--- src/rtl/ch0re_ifetch.sv ---
// Instruction fetch: keeps up to two memory requests in flight, queues {pc, instr}
// pairs for decode in a 2-entry FIFO, and discards stale responses after a redirect.
module ch0re_ifetch #(
  parameter logic [63:0] RESET_PC = 64'h0,
  parameter int          FQ_DEPTH = 2
) (
  input  logic        clk,
  input  logic        rst,
  output logic        o_imem_req,
  output logic [63:0] o_imem_addr,
  input  logic        i_imem_gnt,
  input  logic        i_imem_rvalid,
  input  logic [31:0] i_imem_rdata,
  input  logic        i_redirect,
  input  logic [63:0] i_redirect_pc,
  input  logic        i_stall,
  output logic        o_valid,
  output logic [31:0] o_instr,
  output logic [63:0] o_pc
);

  typedef enum logic {RUN, FLUSH} state_t;
  state_t r_state, w_state_nxt;

  logic [63:0] r_fpc;
  logic [1:0]  r_outs, r_drop;
  logic [63:0] r_tag [2];
  logic        r_tag_wr, r_tag_rd;
  logic [63:0] r_fq_pc [2];
  logic [31:0] r_fq_ins [2];
  logic        r_fq_wr, r_fq_rd;
  logic [1:0]  r_fq_cnt;

  logic        w_req, w_acc, w_rsp, w_push, w_pop;
  logic [1:0]  w_outs_nxt, w_drop_nxt;
  logic        w_unused;

  assign w_unused = ^i_redirect_pc[1:0];

  // Queue slots plus in-flight requests never exceed the queue depth, so a push never overflows.
  assign w_req = !rst && (r_state == RUN) &&
                 (({1'b0, r_fq_cnt} + {1'b0, r_outs}) < 3'(FQ_DEPTH));
  assign w_acc      = w_req && i_imem_gnt;
  assign w_rsp      = i_imem_rvalid && (r_outs != 2'd0);
  assign w_push     = w_rsp && (r_drop == 2'd0) && !i_redirect;
  assign w_pop      = o_valid && !i_stall && !i_redirect;
  assign w_outs_nxt = r_outs + {1'b0, w_acc} - {1'b0, w_rsp};

  always_comb begin
    w_drop_nxt = r_drop;
    if (i_redirect) begin
      w_drop_nxt = w_outs_nxt;
    end else if (w_rsp && (r_drop != 2'd0)) begin
      w_drop_nxt = r_drop - 2'd1;
    end
  end

  always_comb begin
    w_state_nxt = r_state;
    case (r_state)
      RUN:     if (i_redirect && (w_drop_nxt != 2'd0)) w_state_nxt = FLUSH;
      FLUSH:   if (w_drop_nxt == 2'd0) w_state_nxt = RUN;
      default: w_state_nxt = RUN;
    endcase
  end

  always_ff @(posedge clk) begin
    if (rst) begin
      r_state  <= RUN;
      r_fpc    <= {RESET_PC[63:2], 2'b00};
      r_outs   <= 2'd0;
      r_drop   <= 2'd0;
      r_tag_wr <= 1'b0;
      r_tag_rd <= 1'b0;
      r_fq_wr  <= 1'b0;
      r_fq_rd  <= 1'b0;
      r_fq_cnt <= 2'd0;
    end else begin
      r_state <= w_state_nxt;
      r_outs  <= w_outs_nxt;
      r_drop  <= w_drop_nxt;
      if (i_redirect) begin
        r_fpc <= {i_redirect_pc[63:2], 2'b00};
      end else if (w_acc) begin
        r_fpc <= r_fpc + 64'd4;
      end
      // Tags keep following requests granted in a redirect cycle so stale responses pair up.
      if (w_acc) r_tag_wr <= !r_tag_wr;
      if (w_rsp) r_tag_rd <= !r_tag_rd;
      if (i_redirect) begin
        r_fq_wr  <= 1'b0;
        r_fq_rd  <= 1'b0;
        r_fq_cnt <= 2'd0;
      end else begin
        if (w_push) r_fq_wr <= !r_fq_wr;
        if (w_pop)  r_fq_rd <= !r_fq_rd;
        r_fq_cnt <= r_fq_cnt + {1'b0, w_push} - {1'b0, w_pop};
      end
    end
  end

  always_ff @(posedge clk) begin
    if (w_acc) r_tag[r_tag_wr] <= r_fpc;
    if (w_push) begin
      r_fq_pc[r_fq_wr]  <= r_tag[r_tag_rd];
      r_fq_ins[r_fq_wr] <= i_imem_rdata;
    end
  end

  assign o_imem_req  = w_req;
  assign o_imem_addr = r_fpc;
  assign o_valid     = !rst && (r_fq_cnt != 2'd0);
  assign o_instr     = o_valid ? r_fq_ins[r_fq_rd] : 32'h0000_0013;
  assign o_pc        = o_valid ? r_fq_pc[r_fq_rd] : 64'h0;

endmodule

--- config.mk ---
export PLATFORM = sky130hd
export DESIGN_NAME = ch0re_ifetch
export DESIGN_NICKNAME = d
export VERILOG_FILES = /design/src/rtl/ch0re_ifetch.sv
export SDC_FILE = /design/constraint.sdc
export NUM_CORES = 1
export LEC_CHECK = 0
export CAP_MARGIN = 20
export CORE_MARGIN = 4
export CORE_UTILIZATION = 45
export DETAILED_ROUTE_END_ITERATION = 6
export HOLD_SLACK_MARGIN = 0.06
export PLACE_DENSITY = 0.69
export REMOVE_ABC_BUFFERS = 1
export SETUP_SLACK_MARGIN = 0.3
export SYNTH_ARGS = -nofsm -noshare
export SYNTH_HDL_FRONTEND = slang
export SYNTH_SLANG_ARGS = --single-unit
--- constraint.sdc ---
create_clock -name clk -period 7.2 [get_ports clk]
set_clock_uncertainty 0.2 [all_clocks]
set_input_delay 1.08 -clock clk [delete_from_list [all_inputs] [get_ports clk]]
set_output_delay 1.08 -clock clk [all_outputs]
set_load 0.1 [all_outputs]
==> impl_metrics.toml <==
[yosys]
muxShareOfSynthArea = 0.106
synth_xor_area_frac = 0.0198
synth_area_per_cell_sq_um = 13.8
synthCells = 1155
synthDistinctLibCells = 52
synth_enable_flop_cells = 312
synth_top_family_by_area = "simple AND/OR/NAND/NOR gates"
async_reset_ff_frac = 0
ys_top_cells_by_area = "edfxtp_1 (59%), dfxtp_1 (9.4%), mux2i_1 (6.1%)"
synthTopCellsByCount = "edfxtp_1 (312), nor2_1 (156), mux2i_1 (97)"
ys_seq_area_frac = 0.683
synth_compound_area_frac = 0.0475
synth-simple-area-share = 0.114
yosysTopAreaCellShare = 0.588
synth.most_common_cell = "edfxtp_1"
synth_top_flop_cell = "edfxtp_1"
synth-adder-area-share = 0.00597
ys_ff_latch = 387
ys_warn_count = 0
syn_area_sq_um = 15900
yosysTopAreaCell = "edfxtp_1"

[cells_and_area]
drive_above_1_share = 0.105
final_area_sq_um = 20300
n_antenna_cell = 0
synthToLayoutAreaGrowth_pct = 27.7
nets = 1510
post-route-util = 0.586

[global_routing]
overflow = 0
grt_first_pass_wirelength_mm = 59.8
grt_use_total = 0.199
grt_pass1_vias = 10228
grt_start_max_net_pins = 102
antenna_found_initial = 0

[routing]
via_count = 10314
routedWlPerCell_um = 20.8
dr.pass1.iters = 5
routed_wl_mm = 39.3
drtAntennaViolNets = 0
drt_iter0_drc = 832
vias_per_cell = 5.46
drc = 0

[pwr]
leakage_nw = 6.48
internal_power_mw = 4.27
combPwrFrac = 0.145
total_power_mw = 5.79
p_sw_mw = 1.52
pwr-share-seq = 0.486
switching_share = 0.263
p_clk_frac = 0.368
ir_drop_mv = 0.210
power_density_nw_per_um2 = 285

[sta]
fin_ws_ps = 2430
maxSlewHeadroom = 0.271
fmax_mhz = 210
rsz0062_at_grt = "false"
slew_viol_final = 0
setup_viol = 0
min_period_ps = 4770
worstMarginPinSlew_ps = 1090
fin_crit_sh = 0.663
hold_viol_final = 0

[clock_network]
clock-sinks = 387
insertion_delay_ps = 530
ctsRootBufferMaster = "clkbuf_16"
cts_made_buffers = 42
ctsHoldBuffers = 0
htree_levels = 2
postCtsSetupBuffers = 0
path_clk_slew_ps = 60
cts_tree = "yes"
ctsResizeCount = 0
clock_path_buffers = 3

[worst_setup_path]
worstPathRequired_ps = 5920
cpPeakStageDelay_ps = 1200
critPathMaxFanout = 8
crit_slowest_cell = "clkdlybuf4s50_1"
path_delay_family = "buffers and inverters"
arrival_ps = 3490
path_buf_inv = 2
startpoint_type = "register"
end_kind = "primary output"
cp_cell_sequence = "and2_1 > fa_1 > or4_4 > inv_1 > clkdlybuf4s50_1"
path_class = "register to primary output"
worstReg2RegStart = "r_fq_cnt[0]"
startpoint = "r_fq_cnt[0]"

[floorplanning]
die_h_um = 196
core_sq_um = 34700
num_rows = 68
dieWidth_um = 196
io_pins = 264
die_area_sq_um = 38500
start_util = 0.459

[place]
gp_congestion = 0.798
pre_cts_ws_ps = 2570
hpwl_mm = 25.1
numPortBuffers = 257
place_area_sq_um = 18900

[run]
drv_cap = 0

[worst_hold_path]
hold_path.class = "register to register"
min_from = "r_state"

[run_status]
run_status = "completed"
[metrics by stage]
stage,hold slack (ps),instances,setup TNS [ps]
global route,326,1890,0
CTS,306,1889,0
finish,303,1890,0
floorplan,260,1086,-40320
detailed placement,293,1811,0
global placement,282,1811,0
[sequential cells by signal, summed over array words and instances, names as in the netlist, named ones only]
signal and count:
r_tag_rd 1, r_state 1, r_fq_rd 1, r_tag 124, r_tag_wr 1, r_fq_pc 124
r_fq_cnt 2, r_fq_ins 64, r_drop 2, o_imem_addr 62, r_fq_wr 1, r_outs 2
[logic make-up after synthesis]
logic type                 after synthesis
adders and majority gates                7
AOI/OAI and AO/OA                      104
buffers and inverters                   93
other                                    1
muxes                                  160
xor gates and xnor gates                36
and+or+nand+nor                        367
DFF                                    387
[final timing paths]
check / end / slack (ps) / cells past startpoint
max: o_imem_req / 2430 / 5
min: r_state / 300 / 1
max reg2reg: o_imem_addr[54] / 2980 / 7
min reg2reg: r_state / 300 / 1
[placed cells by master, fill, tap and decap left out, types with 4 or more instances in the layout]
| cell | Yosys | layout |
|---|---|---|
| edfxtp_1 | 312 | 312 |
| clkdlybuf4s50_1 | 0 | 256 |
| nor2_1 | 156 | 154 |
| mux2i_1 | 97 | 97 |
| dfxtp_1 | 75 | 73 |
| mux2_2 | 63 | 63 |
| clkbuf_16 | 0 | 45 |
| nand2_1 | 41 | 41 |
| nand3_1 | 27 | 27 |
| nand4_1 | 25 | 25 |
| xnor2_1 | 25 | 25 |
| a211oi_1 | 23 | 23 |
| nor3_1 | 20 | 20 |
| inv_1 | 21 | 20 |
| and3_1 | 20 | 19 |
| or4_1 | 19 | 19 |
| a311oi_1 | 19 | 19 |
| nor4_1 | 17 | 17 |
| o31ai_1 | 13 | 13 |
| a21oi_1 | 12 | 12 |
| buf_4 | 4 | 12 |
| xor2_1 | 11 | 11 |
| clkbuf_1 | 56 | 11 |
| o21ai_0 | 10 | 10 |
| or3_1 | 10 | 10 |
| and2_1 | 9 | 8 |
| and4_1 | 8 | 8 |
| clkinv_1 | 0 | 7 |
| ha_1 | 6 | 6 |
| clkinv_2 | 0 | 6 |
| o211ai_1 | 5 | 5 |
| o31a_1 | 4 | 4 |
| conb_1 | 1 | 4 |
| bufinv_16 | 0 | 4 |
[power by group through the flow]
stage          Clock, mW  Sequential (mW)  Combinational, mW
5_1_grt             2.27             2.84              0.895
2_1_floorplan          0             2.99              0.430
3_5_place_dp           0             2.87              0.845
3_3_place_gp           0             2.86              0.830
6_report            2.13             2.82              0.842
4_1_cts             2.18             2.82              0.850
[routing by layer]
metal | share of wire | track usage | vias to the layer above
li1 | - | - | 4872
met1 | 0.43 | 0.270 | 5058
met2 | 0.49 | 0.336 | 318
met3 | 0.061 | 0.0335 | 66
met4 | 0.022 | 0.0484 | 0
met5 | 0 | 0 | -
[final cells by class]
cell class,instances,area [sq um]
tap,455,569
sequential,387,10900
clock buffer,57,1180
multi-input combinational,678,4710
clock inverter,21,208
fill,2764,14400
timing repair buffer,271,2710
inverter,21,78.8
Power figures use the tool's default switching activity.
